`config.mk`:
```
export PLATFORM = sky130hd
export DESIGN_NAME = multi_blink_ctrl
export DESIGN_NICKNAME = d
export VERILOG_FILES = /design/src/rtl/multi_blink_pkg.sv /design/src/rtl/blink_chan.sv /design/src/rtl/multi_blink_ctrl.sv
export SDC_FILE = /design/constraint.sdc
export NUM_CORES = 1
export LEC_CHECK = 0
export ABC_CLOCK_PERIOD_IN_PS = 2800
export CAP_MARGIN = 10
export CORE_UTILIZATION = 40
export DETAILED_ROUTE_END_ITERATION = 8
export MAX_ROUTING_LAYER = met4
export SLEW_MARGIN = 10
export SYNTH_ARGS = -nofsm -noshare
export SYNTH_HDL_FRONTEND = slang
export SYNTH_SLANG_ARGS = --single-unit
```
`constraint.sdc`:
```
create_clock -name sysclk -period 2.8 [get_ports sysclk]
set_clock_uncertainty 0.05 [all_clocks]
set_input_delay 0.56 -clock sysclk [delete_from_list [all_inputs] [get_ports sysclk]]
set_output_delay 0.56 -clock sysclk [all_outputs]
set_load 0.01 [all_outputs]
```
`src/rtl/multi_blink_pkg.sv`:
```
// Shared encodings for the multi-channel LED blink controller.
// Holds the mode and channel-state enums plus the toggle-count width helper.
package multi_blink_pkg;

  typedef enum logic [1:0] {
    MODE_OFF   = 2'b00,
    MODE_ON    = 2'b01,
    MODE_HOLD  = 2'b10,
    MODE_BURST = 2'b11
  } mode_t;

  typedef enum logic [1:0] {
    ST_IDLE  = 2'b00,
    ST_BLINK = 2'b01,
    ST_BURST = 2'b10
  } state_t;

  // Holds 0..2*burst_n; the final toggle is never stored, it ends the burst.
  function automatic int tcnt_width(input int burst_n);
    return $clog2(2 * burst_n + 1);
  endfunction

endpackage

```
`src/rtl/blink_chan.sv`:
```
// One LED channel: off / on / blink-while-held / fixed-length burst, stepped by the shared tick.
// LED registered, 1 cycle from sw/mode; no backpressure, inputs are sampled every cycle.
module blink_chan
  import multi_blink_pkg::*;
#(
  parameter int CNT_W   = 8,
  parameter int BURST_N = 3
) (
  input  logic             clk,
  input  logic             rst_n,
  input  logic             tick,
  input  logic             en,
  input  logic             sw,
  input  logic [1:0]       mode,
  input  logic [CNT_W-1:0] period,
  output logic             led,
  output logic             busy
);

  localparam int TC_W = tcnt_width(BURST_N);
  localparam logic [TC_W-1:0] TC_LAST = TC_W'(2 * BURST_N - 1);

  state_t           state, state_nxt;
  logic             led_nxt;
  logic [CNT_W-1:0] cnt, cnt_nxt;
  logic [TC_W-1:0]  tcnt, tcnt_nxt;
  logic             sw_prev;
  logic             step;
  mode_t            mode_e;

  assign mode_e = mode_t'(mode);
  assign step   = tick & en;
  assign busy   = (state != ST_IDLE);

  always_ff @(posedge clk) begin
    if (!rst_n) begin
      state   <= ST_IDLE;
      led     <= 1'b0;
      cnt     <= '0;
      tcnt    <= '0;
      sw_prev <= sw;
    end else begin
      state   <= state_nxt;
      led     <= led_nxt;
      cnt     <= cnt_nxt;
      tcnt    <= tcnt_nxt;
      sw_prev <= sw;
    end
  end

  always_comb begin
    state_nxt = state;
    led_nxt   = led;
    cnt_nxt   = cnt;
    tcnt_nxt  = tcnt;
    case (state)
      ST_IDLE: begin
        led_nxt  = (mode_e == MODE_ON);
        cnt_nxt  = '0;
        tcnt_nxt = '0;
        if (mode_e == MODE_HOLD && sw) begin
          state_nxt = ST_BLINK;
          led_nxt   = 1'b1;
          cnt_nxt   = period;
        end else if (mode_e == MODE_BURST && sw && !sw_prev) begin
          state_nxt = ST_BURST;
          led_nxt   = 1'b1;
          cnt_nxt   = period;
        end
      end
      ST_BLINK: begin
        // Release or mode change beats a coincident toggle.
        if (mode_e != MODE_HOLD || !sw) begin
          state_nxt = ST_IDLE;
          led_nxt   = (mode_e == MODE_ON);
          cnt_nxt   = '0;
          tcnt_nxt  = '0;
        end else if (step) begin
          if (cnt == '0) begin
            led_nxt = ~led;
            cnt_nxt = period;
          end else begin
            cnt_nxt = cnt - CNT_W'(1);
          end
        end
      end
      ST_BURST: begin
        if (mode_e != MODE_BURST) begin
          state_nxt = ST_IDLE;
          led_nxt   = (mode_e == MODE_ON);
          cnt_nxt   = '0;
          tcnt_nxt  = '0;
        end else if (step) begin
          if (cnt != '0) begin
            cnt_nxt = cnt - CNT_W'(1);
          end else if (tcnt == TC_LAST) begin
            state_nxt = ST_IDLE;
            led_nxt   = 1'b0;
            cnt_nxt   = '0;
            tcnt_nxt  = '0;
          end else begin
            led_nxt  = ~led;
            cnt_nxt  = period;
            tcnt_nxt = tcnt + TC_W'(1);
          end
        end
      end
      default: begin
        state_nxt = ST_IDLE;
        led_nxt   = 1'b0;
        cnt_nxt   = '0;
        tcnt_nxt  = '0;
      end
    endcase
  end

endmodule

```
`src/rtl/multi_blink_ctrl.sv`:
```
// Multi-channel LED controller: shared prescaler tick feeding CHANNELS independent blink_chan instances.
// LEDs registered, 1 cycle from sw_i/mode_i; no backpressure, en_i low freezes all timing.
module multi_blink_ctrl
  import multi_blink_pkg::*;
#(
  parameter int CHANNELS  = 4,
  parameter int CNT_W     = 8,
  parameter int PRESC_DIV = 50000,
  parameter int BURST_N   = 3
) (
  input  logic                      sysclk,
  input  logic                      reset_n,
  input  logic                      en_i,
  input  logic [CHANNELS-1:0]       sw_i,
  input  logic [2*CHANNELS-1:0]     mode_i,
  input  logic [CNT_W*CHANNELS-1:0] period_i,
  output logic [CHANNELS-1:0]       led_o,
  output logic [CHANNELS-1:0]       busy_o,
  output logic                      tick_o
);

  localparam int PW = (PRESC_DIV > 1) ? $clog2(PRESC_DIV) : 1;
  localparam logic [PW-1:0] PRESC_MAX = PW'(PRESC_DIV - 1);

  logic [PW-1:0] presc;

  always_ff @(posedge sysclk) begin
    if (!reset_n) begin
      presc  <= '0;
      tick_o <= 1'b0;
    end else begin
      tick_o <= en_i && (presc == PRESC_MAX);
      if (en_i) begin
        presc <= (presc == PRESC_MAX) ? '0 : presc + PW'(1);
      end
    end
  end

  for (genvar c = 0; c < CHANNELS; c++) begin : g_chan
    blink_chan #(
      .CNT_W   (CNT_W),
      .BURST_N (BURST_N)
    ) u_chan (
      .clk    (sysclk),
      .rst_n  (reset_n),
      .tick   (tick_o),
      .en     (en_i),
      .sw     (sw_i[c]),
      .mode   (mode_i[2*c +: 2]),
      .period (period_i[c*CNT_W +: CNT_W]),
      .led    (led_o[c]),
      .busy   (busy_o[c])
    );
  end

endmodule

```
==> reports/metrics.cfg, run 1 <==
[synth]
synth_nets = 641
synth_compound_area_frac = 0.247
synth_adder_area_share = 0.0243
yosysWarnings = 0
yosys.cell_types.count = 73
syn_area_um2 = 4630
synth_xor_area_frac = 0.0359
synth_top_family_by_area = simple AND/OR/NAND/NOR gates
yosysSeqAreaShare = 0.333
syn_avg_cell_area_um2 = 7.91
yosys.area_share.simple = 0.299
synth_mux_area_frac = 0.0114
ys_ff_latch = 77
syn_inst = 585
async_flop_share = 0
synth_edf_count = 0
synth-main-ff-cell = dfxtp_1

[floorplanning]
fp.dieArea_um2 = 12000
initial_core_util = 0.418
core_um2 = 11100
die_y_um = 110
die_w_um = 110
rows = 38
pin_count = 56

[setup_path]
required_ps = 2970
path_class = input port to flip-flop
cp.arrival_ps = 2440
timing.rr.end = g_chan[1].u_chan.cnt[0]
start_kind = input port
r2r_cells = 7
endpoint_kind = flip-flop
slowest_delay_ps = 570
crit_chain = clkdlybuf4s50_1, and3b_1, o21ai_0, nor2_1, a22oi_1, o22ai_1
reg2reg_slack_ps = 540
path_max_fanout = 8
r2r_start = g_chan[1].u_chan.cnt[0]
slowest_stage = o21ai_0

[clock_tree]
cts-hold-fix-buffers = 0
post_cts_resized = 0
numCtsBuffers = 9
cts_root_buffer = clkbuf_16
htree_num_levels = 3
cts_setup_buffers = 0
numClockSinks = 77
clk-insertion-delay-late_ps = 340
tritoncts = built
cts_max_path_buffers = 2
cts.clk_slew.worst_paths_ps = 60

[power_and_ir_drop]
leakage_nw = 2.06
ir_drop_uv = 411
power_density_nw_per_um2 = 475
report.power.total_mw = 2.68

[detailed_routing]
drt-initial-drc-count = 279
via_per_inst = 5.79
wl_per_cell_um = 15.0
ant_nets = 0
vias = 4538
wl_um = 11700
drc = 0
first_pass_iters = 4

[sta]
period_needed_ps = 2260
maxSlewHeadroom = 0.527
rsz0062_at_grt = no
timing.fmax_mhz = 442
setup_slack_ps = 536
hold_violations = 0
setup_violations = 0
slew_viol_final = 0
tightest_slew_ps = 701
period_share = 0.809
tns_ps = 0
holdWs_ps = 426

[placement]
portBuffers = 55
gp_congestion = 0.865
dpl-instance-area_um2 = 5350
dp.cells = 768
dp.final_hpwl_um = 8650
pre_cts_slack_ps = 218

[global_route]
grt_pass1_wl_um = 19400
grt_usage = 0.212
overflow = 0
grt_max_degree = 23
antenna_found_initial = 0
grt_pass1_vias = 4264

[final_layout]
drive_gt1_frac = 0.0807
area_growth_pct = 21.8
finish.net_count = 695
final_cells = 784
fin_util = 0.509
n_antenna_cell = 0
final_cell_area_um2 = 5640

[worst_hold_path]
min_delay_worst_endpoint = g_chan[2].u_chan.tcnt[1]
worst_hold_path_type = flip-flop to flip-flop
worstHoldStart = g_chan[2].u_chan.tcnt[1]
holdPathStages = 1

[run_status]
status = complete, no violations

[job]
maxCapViolCount = 0

==> kinds of logic after synthesis <==
family | Yosys count
buffers and inverters | 50
XOR/XNOR | 19
AO/OA/AOI/OAI | 169
AND/OR/NAND/NOR | 256
multiplexers | 5
flip-flops | 77
adder cells (fa/ha/maj) | 9
==> where the power goes <==
part | switching (mW) | internal, mW | leakage, nW
clock network | 0.466 | 0.685 | 0.145
logic | 0.187 | 0.184 | 1.29
registers | 0.0315 | 1.12 | 0.625
==> worst max-delay path: cells and delay by family <==
| family | cells | cell delay [ps] |
|---|---|---|
| compound gates | 3 | 910 |
| buf+inv | 1 | 520 |
| simple gates | 2 | 440 |
==> worst max-delay path by stage <==
stage	startpoint	to	slack (ps)	cells after the start
after floorplan	g_chan[1].u_chan.cnt[0]	g_chan[1].u_chan.cnt[0]	710	8
after global placement	mode_i[6]	g_chan[3].u_chan.cnt[7]	230	6
after detailed placement	mode_i[6]	g_chan[3].u_chan.cnt[7]	220	6
after CTS	g_chan[1].u_chan.cnt[0]	g_chan[1].u_chan.cnt[1]	540	7
after global routing	sw_i[1]	g_chan[1].u_chan.cnt[6]	310	6
final	mode_i[6]	g_chan[3].u_chan.cnt[7]	540	6
==> layer usage <==
layer / vias up / GRT usage / wire length, um
met5: - / - / 0
met4: 0 / 0.0600 / 167
met3: 19 / 0.0605 / 547
met2: 94 / 0.358 / 5710
met1: 2146 / 0.244 / 5290
li1: 2279 / - / -
==> layout make-up <==
class / count / area [um2]
inverters: 21 / 78.8
multi-input cells: 458 / 2860
clock inverters: 7 / 66.3
fillers: 1097 / 5440
repair buffers: 72 / 691
clock buffers: 9 / 225
well taps: 140 / 175
flip-flops and latches: 77 / 1540
==> cell usage after synthesis (all sizes together), types with 6 or more instances <==
library cell | n | area, um2
a22oi | 8 | 60.1
o21a | 6 | 45.0
nor4b | 6 | 52.6
and3b | 7 | 61.3
o22ai | 9 | 56.3
o211ai | 8 | 60.1
o2bb2ai | 10 | 87.6
a32oi | 6 | 52.6
or3 | 7 | 43.8
nor2 | 67 | 251
inv | 21 | 78.8
buf | 13 | 90.1
nand3b | 7 | 52.6
nand2b | 7 | 43.8
nor3 | 22 | 115
xnor2 | 9 | 78.8
ha | 9 | 113
o21ai | 34 | 174
clkbuf | 16 | 60.1
xor2 | 10 | 87.6
nand2 | 51 | 191
dfxtp | 77 | 1540
nand3 | 23 | 115
nand4 | 11 | 68.8
a21oi | 42 | 210
and3 | 6 | 37.5
==> state kept, by name, indices dropped and copies added, names as in the netlist <==
register / cells
g_chan.u_chan.sw_prev: 4
g_chan.u_chan.cnt: 32
tick_o: 1
g_chan.u_chan.led: 4
g_chan.u_chan.state: 8
g_chan.u_chan.tcnt: 12
presc: 16
==> placed cells by master, fill, tap and decap left out, types with 10 or more instances in the layout <==
cell type and count:
nand2_1 51, xor2_1 10, nor3_1 21, nor2_1 67, clkdlybuf4s50_1 55, a21oi_1 42, buf_4 16, dfxtp_1 77
o2bb2ai_1 10, nand4_1 11, inv_1 21, nand3_1 23, o21ai_0 33
Power figures use the tool's default switching activity.
==> inputs of run 2 (changes only) <==
--- a/config.mk
+++ b/config.mk
@@ -5,7 +5,7 @@
 export SDC_FILE = /design/constraint.sdc
 export NUM_CORES = 1
 export LEC_CHECK = 0
-export ABC_CLOCK_PERIOD_IN_PS = 2800
+export ABC_CLOCK_PERIOD_IN_PS = 2250
 export CAP_MARGIN = 10
 export CORE_UTILIZATION = 40
 export DETAILED_ROUTE_END_ITERATION = 8
==> constraint.sdc (replaced) <==
create_clock -name sysclk -period 2.25 [get_ports sysclk]
set_clock_uncertainty 0.05 [all_clocks]
set_input_delay 0.45 -clock sysclk [delete_from_list [all_inputs] [get_ports sysclk]]
set_output_delay 0.45 -clock sysclk [all_outputs]
set_load 0.01 [all_outputs]
==> run 2 against run 1 <==
Net effect:
- sequential share of layout area is 1.6 points lower
- first-iteration DRC count is 16% higher
- final area up 6.2%
- non-clock buffer count is 48 higher
- clock power grew 12%
- total power is 21% higher
- global-route usage increased by 0.41 points
- largest cell class unchanged
==> reports/metrics.cfg, run 2 (synthesis gave the netlist of run 1 again) <==
[run_status]
status = complete, no violations

[floorplanning]
core_um2 = 11100  ; unchanged
pin_count = 56  ; unchanged
rows = 38  ; unchanged
initial_core_util = 0.418  ; unchanged
fp.dieArea_um2 = 12000  ; unchanged
die_w_um = 110  ; unchanged
die_y_um = 110  ; unchanged

[global_route]
grt_max_degree = 17  ; -26%
grt_usage = 0.216  ; +0.00413
overflow = 0  ; unchanged
antenna_found_initial = 0  ; unchanged
grt_pass1_vias = 4370  ; +2.5%
grt_pass1_wl_um = 20100  ; +3.4%

[final_layout]
area_growth_pct = 29.3
fill_cells = 1073  ; -2.2%
drive_gt1_frac = 0.144  ; +0.0629
largest_register = g_chan.u_chan.cnt
finish.net_count = 743  ; +6.9%
largest_register_ffs = 32  ; unchanged
layout_commonest_cell = dfxtp_1
mostFrequentLayoutCells = dfxtp_1 (77), nor2_1 (65), buf_4 (63)
final_cell_area_um2 = 5980  ; +6.2%
regArea_um2 = 1540  ; unchanged
biggestRegsByFlops = g_chan.u_chan.cnt: 32 flops, presc: 16 flops, g_chan.u_chan.tcnt: 12 flops
multi_input_area_um2 = 2870  ; +0.39%
fin_util = 0.540  ; +0.0314
n_antenna_cell = 0  ; unchanged

[sta]
hold_violations = 0  ; unchanged
tightest_slew_ps = 529  ; -173 ps
slew_viol_final = 0  ; unchanged
period_share = 0.952
period_needed_ps = 2140
holdWs_ps = 413  ; -13.0 ps
setup_slack_ps = 109  ; -427 ps
setup_violations = 0  ; unchanged
maxSlewHeadroom = 0.645  ; +0.117
timing.fmax_mhz = 467

[placement]
dp.final_hpwl_um = 9240  ; +6.7%
gp_congestion = 0.903  ; +4.4%
portBuffers = 55  ; unchanged
dpl-instance-area_um2 = 5720  ; +7.0%
pre_cts_slack_ps = -161  ; -379 ps

[detailed_routing]
first_pass_iters = 4  ; unchanged
drc = 0  ; unchanged
drt-initial-drc-count = 324  ; +16%
wl_um = 12000  ; +2.7%
vias = 4654  ; +2.6%
wl_per_cell_um = 14.5  ; -2.9%
via_per_inst = 5.61  ; -3.0%
ant_nets = 0  ; unchanged

[setup_path]
crit_chain = inv_1, ha_1, or4b_4, or2_2, buf_4, and4_1, a21oi_1, o2bb2ai_1
path_class = flip-flop to flip-flop
slowest_stage = or4b_4
slowest_delay_ps = 510  ; -60 ps
path_max_fanout = 5  ; -3
cp.arrival_ps = 2310  ; -130 ps
endpoint_kind = flip-flop
start_kind = flip-flop
cp_num_buf_inv = 2  ; +1
required_ps = 2420  ; -550 ps
cpLargestDelayFamily = simple AND/OR/NAND/NOR gates

[clock_tree]
tritoncts = built
htree_num_levels = 3  ; unchanged
cts_setup_buffers = 0  ; unchanged
clk-insertion-delay-late_ps = 330  ; about the same
numClockSinks = 77  ; unchanged
cts.clk_slew.worst_paths_ps = 60  ; about the same
cts_root_buffer = clkbuf_16
numCtsBuffers = 9  ; unchanged
cts_max_path_buffers = 2  ; unchanged

[power_and_ir_drop]
ir_drop_uv = 445  ; +8.3%
power_density_nw_per_um2 = 542  ; +14%
leakage_nw = 2.28  ; +11%
report.power.total_mw = 3.25  ; +21%

[worst_hold_path]
worst_hold_path_type = flip-flop to flip-flop

[job]
maxCapViolCount = 0  ; unchanged

## run 2: report_power, final
group / total, mW / internal, mW / switching [mW]
logic: 0.522 / 0.275 / 0.247
registers: 1.44 / 1.40 / 0.0379
clock network: 1.29 / 0.756 / 0.532
## run 2: layout make-up
type | instances | area share
inverter | 21 | 0.0132
tap | 140 | 0.0293
clock inverter | 2 | 0.00209
multi-input combinational | 458 | 0.480
clock buffer | 11 | 0.0406
timing repair buffer | 120 | 0.178
sequential | 77 | 0.258
## run 2: path summary, 6_finish.rpt
kind                                          startpoint                       end  slack [ps]  cells past startpoint
worst max-delay path             g_chan[1].u_chan.cnt[0]   g_chan[1].u_chan.cnt[0]         110                      8
worst min-delay path            g_chan[2].u_chan.tcnt[1]  g_chan[2].u_chan.tcnt[1]         410                      1
worst max register to register   g_chan[1].u_chan.cnt[0]   g_chan[1].u_chan.cnt[0]         110                      8
worst min register to register  g_chan[2].u_chan.tcnt[1]  g_chan[2].u_chan.tcnt[1]         410                      1
## run 2: metrics by stage
step | instances | setup TNS (ps)
floorplan | 585 | 0
global placement | 816 | -720
detailed placement | 816 | -824
CTS | 829 | 0
global route | 829 | -9.40
finish | 829 | 0
## run 2: worst register-to-register path, cell delays in order (launching register included)
cell and delay [ps]:
dfxtp_1 320, inv_1 90, ha_1 190, or4b_4 510, or2_2 340, buf_4 160
and4_1 190, a21oi_1 110, o2bb2ai_1 80
## run 2: timing repair
| action | CTS | global route |
|---|---|---|
| hold buffers | 0 | 0 |
| gates resized for setup | 0 | 5 |
| endpoints found under the hold margin | 0 | 0 |
| endpoints found under the setup margin | 0 | 6 |
## run 2: metal layers
layer / vias up / wire (um) / GRT usage
met1: 2191 / 5630 / 0.257
met3: 12 / 354 / 0.0379
li1: 2380 / - / -
met2: 71 / 5940 / 0.369
met4: 0 / 108 / 0.0676
met5: - / 0 / -
==> inputs of run 3 (changes only) <==
--- a/config.mk
+++ b/config.mk
@@ -5,11 +5,10 @@
 export SDC_FILE = /design/constraint.sdc
 export NUM_CORES = 1
 export LEC_CHECK = 0
-export ABC_CLOCK_PERIOD_IN_PS = 2250
+export ABC_CLOCK_PERIOD_IN_PS = 2500
 export CAP_MARGIN = 10
 export CORE_UTILIZATION = 40
 export DETAILED_ROUTE_END_ITERATION = 8
-export MAX_ROUTING_LAYER = met4
 export SLEW_MARGIN = 10
 export SYNTH_ARGS = -nofsm -noshare
 export SYNTH_HDL_FRONTEND = slang
==> constraint.sdc (replaced) <==
create_clock -name sysclk -period 2.5 [get_ports sysclk]
set_clock_uncertainty 0.05 [all_clocks]
set_input_delay 0.5 -clock sysclk [delete_from_list [all_inputs] [get_ports sysclk]]
set_output_delay 0.5 -clock sysclk [all_outputs]
set_load 0.01 [all_outputs]
==> run 3 against run 2 <==
Net effect:
- final area is 4.0% lower
- die area stayed put
- clock-buffer cell count is 1 higher
- sequential share of layout area is 1.1 points higher
- sequential power is 10% lower
- global-route usage is 0.82 points lower
- register-to-register slack better by 110 ps
- maximum frequency is 6.2% lower
==> reports/metrics.cfg, run 3 (synthesis gave the netlist of run 1 again) <==
[run_status]
status = complete, no violations

[setup_path]
slowest_stage = or4b_4
r2r_start = g_chan[1].u_chan.cnt[0]
crit_chain = inv_1, ha_1, or4b_4, or2_2, o21ai_0, and3_1, o2bb2ai_1
slowest_delay_ps = 490  ; -20 ps
cp.arrival_ps = 2500  ; +190 ps
required_ps = 2710  ; +290 ps
r2r_cells = 7  ; -1
reg2reg_slack_ps = 220  ; +110 ps
path_class = flip-flop to flip-flop
timing.rr.end = g_chan[1].u_chan.cnt[0]
start_kind = flip-flop
path_max_fanout = 7  ; +2
endpoint_kind = flip-flop

[worst_hold_path]
worstHoldStart = g_chan[2].u_chan.tcnt[1]
worst_hold_path_type = flip-flop to flip-flop
min_delay_worst_endpoint = g_chan[2].u_chan.tcnt[1]
holdPathStages = 1  ; unchanged

[final_layout]
mostFrequentLayoutCells = dfxtp_1 (77), nor2_1 (67), clkdlybuf4s50_1 (55)
layout_commonest_cell = dfxtp_1
biggestRegsByFlops = g_chan.u_chan.cnt: 32 flops, presc: 16 flops, g_chan.u_chan.tcnt: 12 flops
drive_gt1_frac = 0.0973  ; -0.0464
fin_util = 0.519  ; -0.0217
n_antenna_cell = 0  ; unchanged
largest_register_ffs = 32  ; unchanged
finish.net_count = 709  ; -4.6%
area_growth_pct = 24.1
largest_register = g_chan.u_chan.cnt

[global_route]
grt_pass1_vias = 4224  ; -3.3%
grt_usage = 0.208  ; -0.00820
overflow = 0  ; unchanged
grt_pass1_wl_um = 19400  ; -3.5%
antenna_found_initial = 0  ; unchanged
grt_max_degree = 23  ; +6

[clock_tree]
cts.clk_slew.worst_paths_ps = 60  ; about the same
numClockSinks = 77  ; unchanged
cts-hold-fix-buffers = 0  ; unchanged
cts_max_path_buffers = 2  ; unchanged
cts_setup_buffers = 0  ; unchanged
htree_num_levels = 3  ; unchanged
numCtsBuffers = 9  ; unchanged
tritoncts = built
post_cts_resized = 0  ; unchanged
clk-insertion-delay-late_ps = 340  ; about the same
cts_root_buffer = clkbuf_16

[placement]
dp.final_hpwl_um = 8690  ; -5.9%
gp_congestion = 0.867  ; -4.0%
portBuffers = 55  ; unchanged

[detailed_routing]
wl_um = 11900  ; -1.3%
vias = 4569  ; -1.8%
via_per_inst = 5.73  ; +2.0%
drc = 0  ; unchanged
wl_per_cell_um = 14.9  ; +2.6%
ant_nets = 0  ; unchanged
drt-initial-drc-count = 255  ; -21%
first_pass_iters = 4  ; unchanged

[power_and_ir_drop]
power_density_nw_per_um2 = 527  ; -2.9%
leakage_nw = 2.12  ; -6.8%
ir_drop_uv = 514  ; +15%

[floorplanning]
core_um2 = 11100  ; unchanged
rows = 38  ; unchanged
die_w_um = 110  ; unchanged
fp.dieArea_um2 = 12000  ; unchanged
pin_count = 56  ; unchanged
die_y_um = 110  ; unchanged
initial_core_util = 0.418  ; unchanged

[sta]
tightest_slew_ps = 682  ; +153 ps
timing.fmax_mhz = 438  ; -6.2%
rsz0062_at_grt = no
slew_viol_final = 0  ; unchanged
setup_violations = 0  ; unchanged
period_share = 0.913  ; -0.0386
hold_violations = 0  ; unchanged
period_needed_ps = 2280  ; +141 ps
maxSlewHeadroom = 0.534  ; -0.111
holdWs_ps = 409  ; -3.38 ps

[job]
maxCapViolCount = 0  ; unchanged

==> run 3: metrics by stage <==
step | cell area [um2] | instances | setup slack [ps] | power, mW | TNS (ps)
2_1_floorplan | 4630 | 585 | 407 | 1.57 | 0
3_3_place_gp | 5450 | 782 | -10.6 | 1.74 | -28.1
3_5_place_dp | 5450 | 782 | -9.73 | 1.75 | -28.0
4_1_cts | 5740 | 798 | 248 | 3.07 | 0
5_1_grt | 5740 | 798 | 80.7 | 3.17 | 0
6_report | 5740 | 798 | 217 | 3.03 | 0
==> run 3: routing by layer <==
metal | track usage | vias to the layer above | wire length, um
li1 | - | 2312 | -
met1 | 0.252 | 2140 | 5410
met2 | 0.358 | 99 | 5810
met3 | 0.0492 | 18 | 516
met4 | 0.0705 | 0 | 150
met5 | 0 | - | 0
==> run 3: worst max path at each step <==
stage	startpoint	depth (start not counted)	slack (ps)	endpoint
after detailed placement	mode_i[5]	6	-10	g_chan[2].u_chan.cnt[6]
after global placement	mode_i[5]	6	-10	g_chan[2].u_chan.cnt[6]
final	g_chan[1].u_chan.cnt[0]	7	220	g_chan[1].u_chan.cnt[0]
after CTS	g_chan[1].u_chan.cnt[0]	7	250	g_chan[1].u_chan.cnt[1]
after global routing	g_chan[1].u_chan.cnt[0]	7	80	g_chan[1].u_chan.cnt[0]
after floorplan	g_chan[1].u_chan.cnt[0]	8	410	g_chan[1].u_chan.cnt[0]
==> run 3: where the power goes <==
part	total [mW]	switching [mW]	internal, mW
Combinational	0.430	0.212	0.218
Sequential	1.29	0.0354	1.26
Clock	1.30	0.506	0.797
Total	3.03	0.753	2.27
==> run 3: layout make-up <==
cell class              count  area, um2
clock buffers              12        246
clock inverters             4       47.5
fillers                  1095       5330
inverters                  21       78.8
multi-input cells         458       2860
flip-flops and latches     77       1540
well taps                 140        175
repair buffers             86        796
==> run 3: worst max-delay path, delay by kind of cell, from the launching register on <==
kind / cells / cell delay (ps)
AND/OR/NAND/NOR: 3 / 1180
AO/OA/AOI/OAI: 2 / 390
flip-flops: 1 / 320
adder cells (fa/ha/maj): 1 / 180
buffers and inverters: 1 / 90
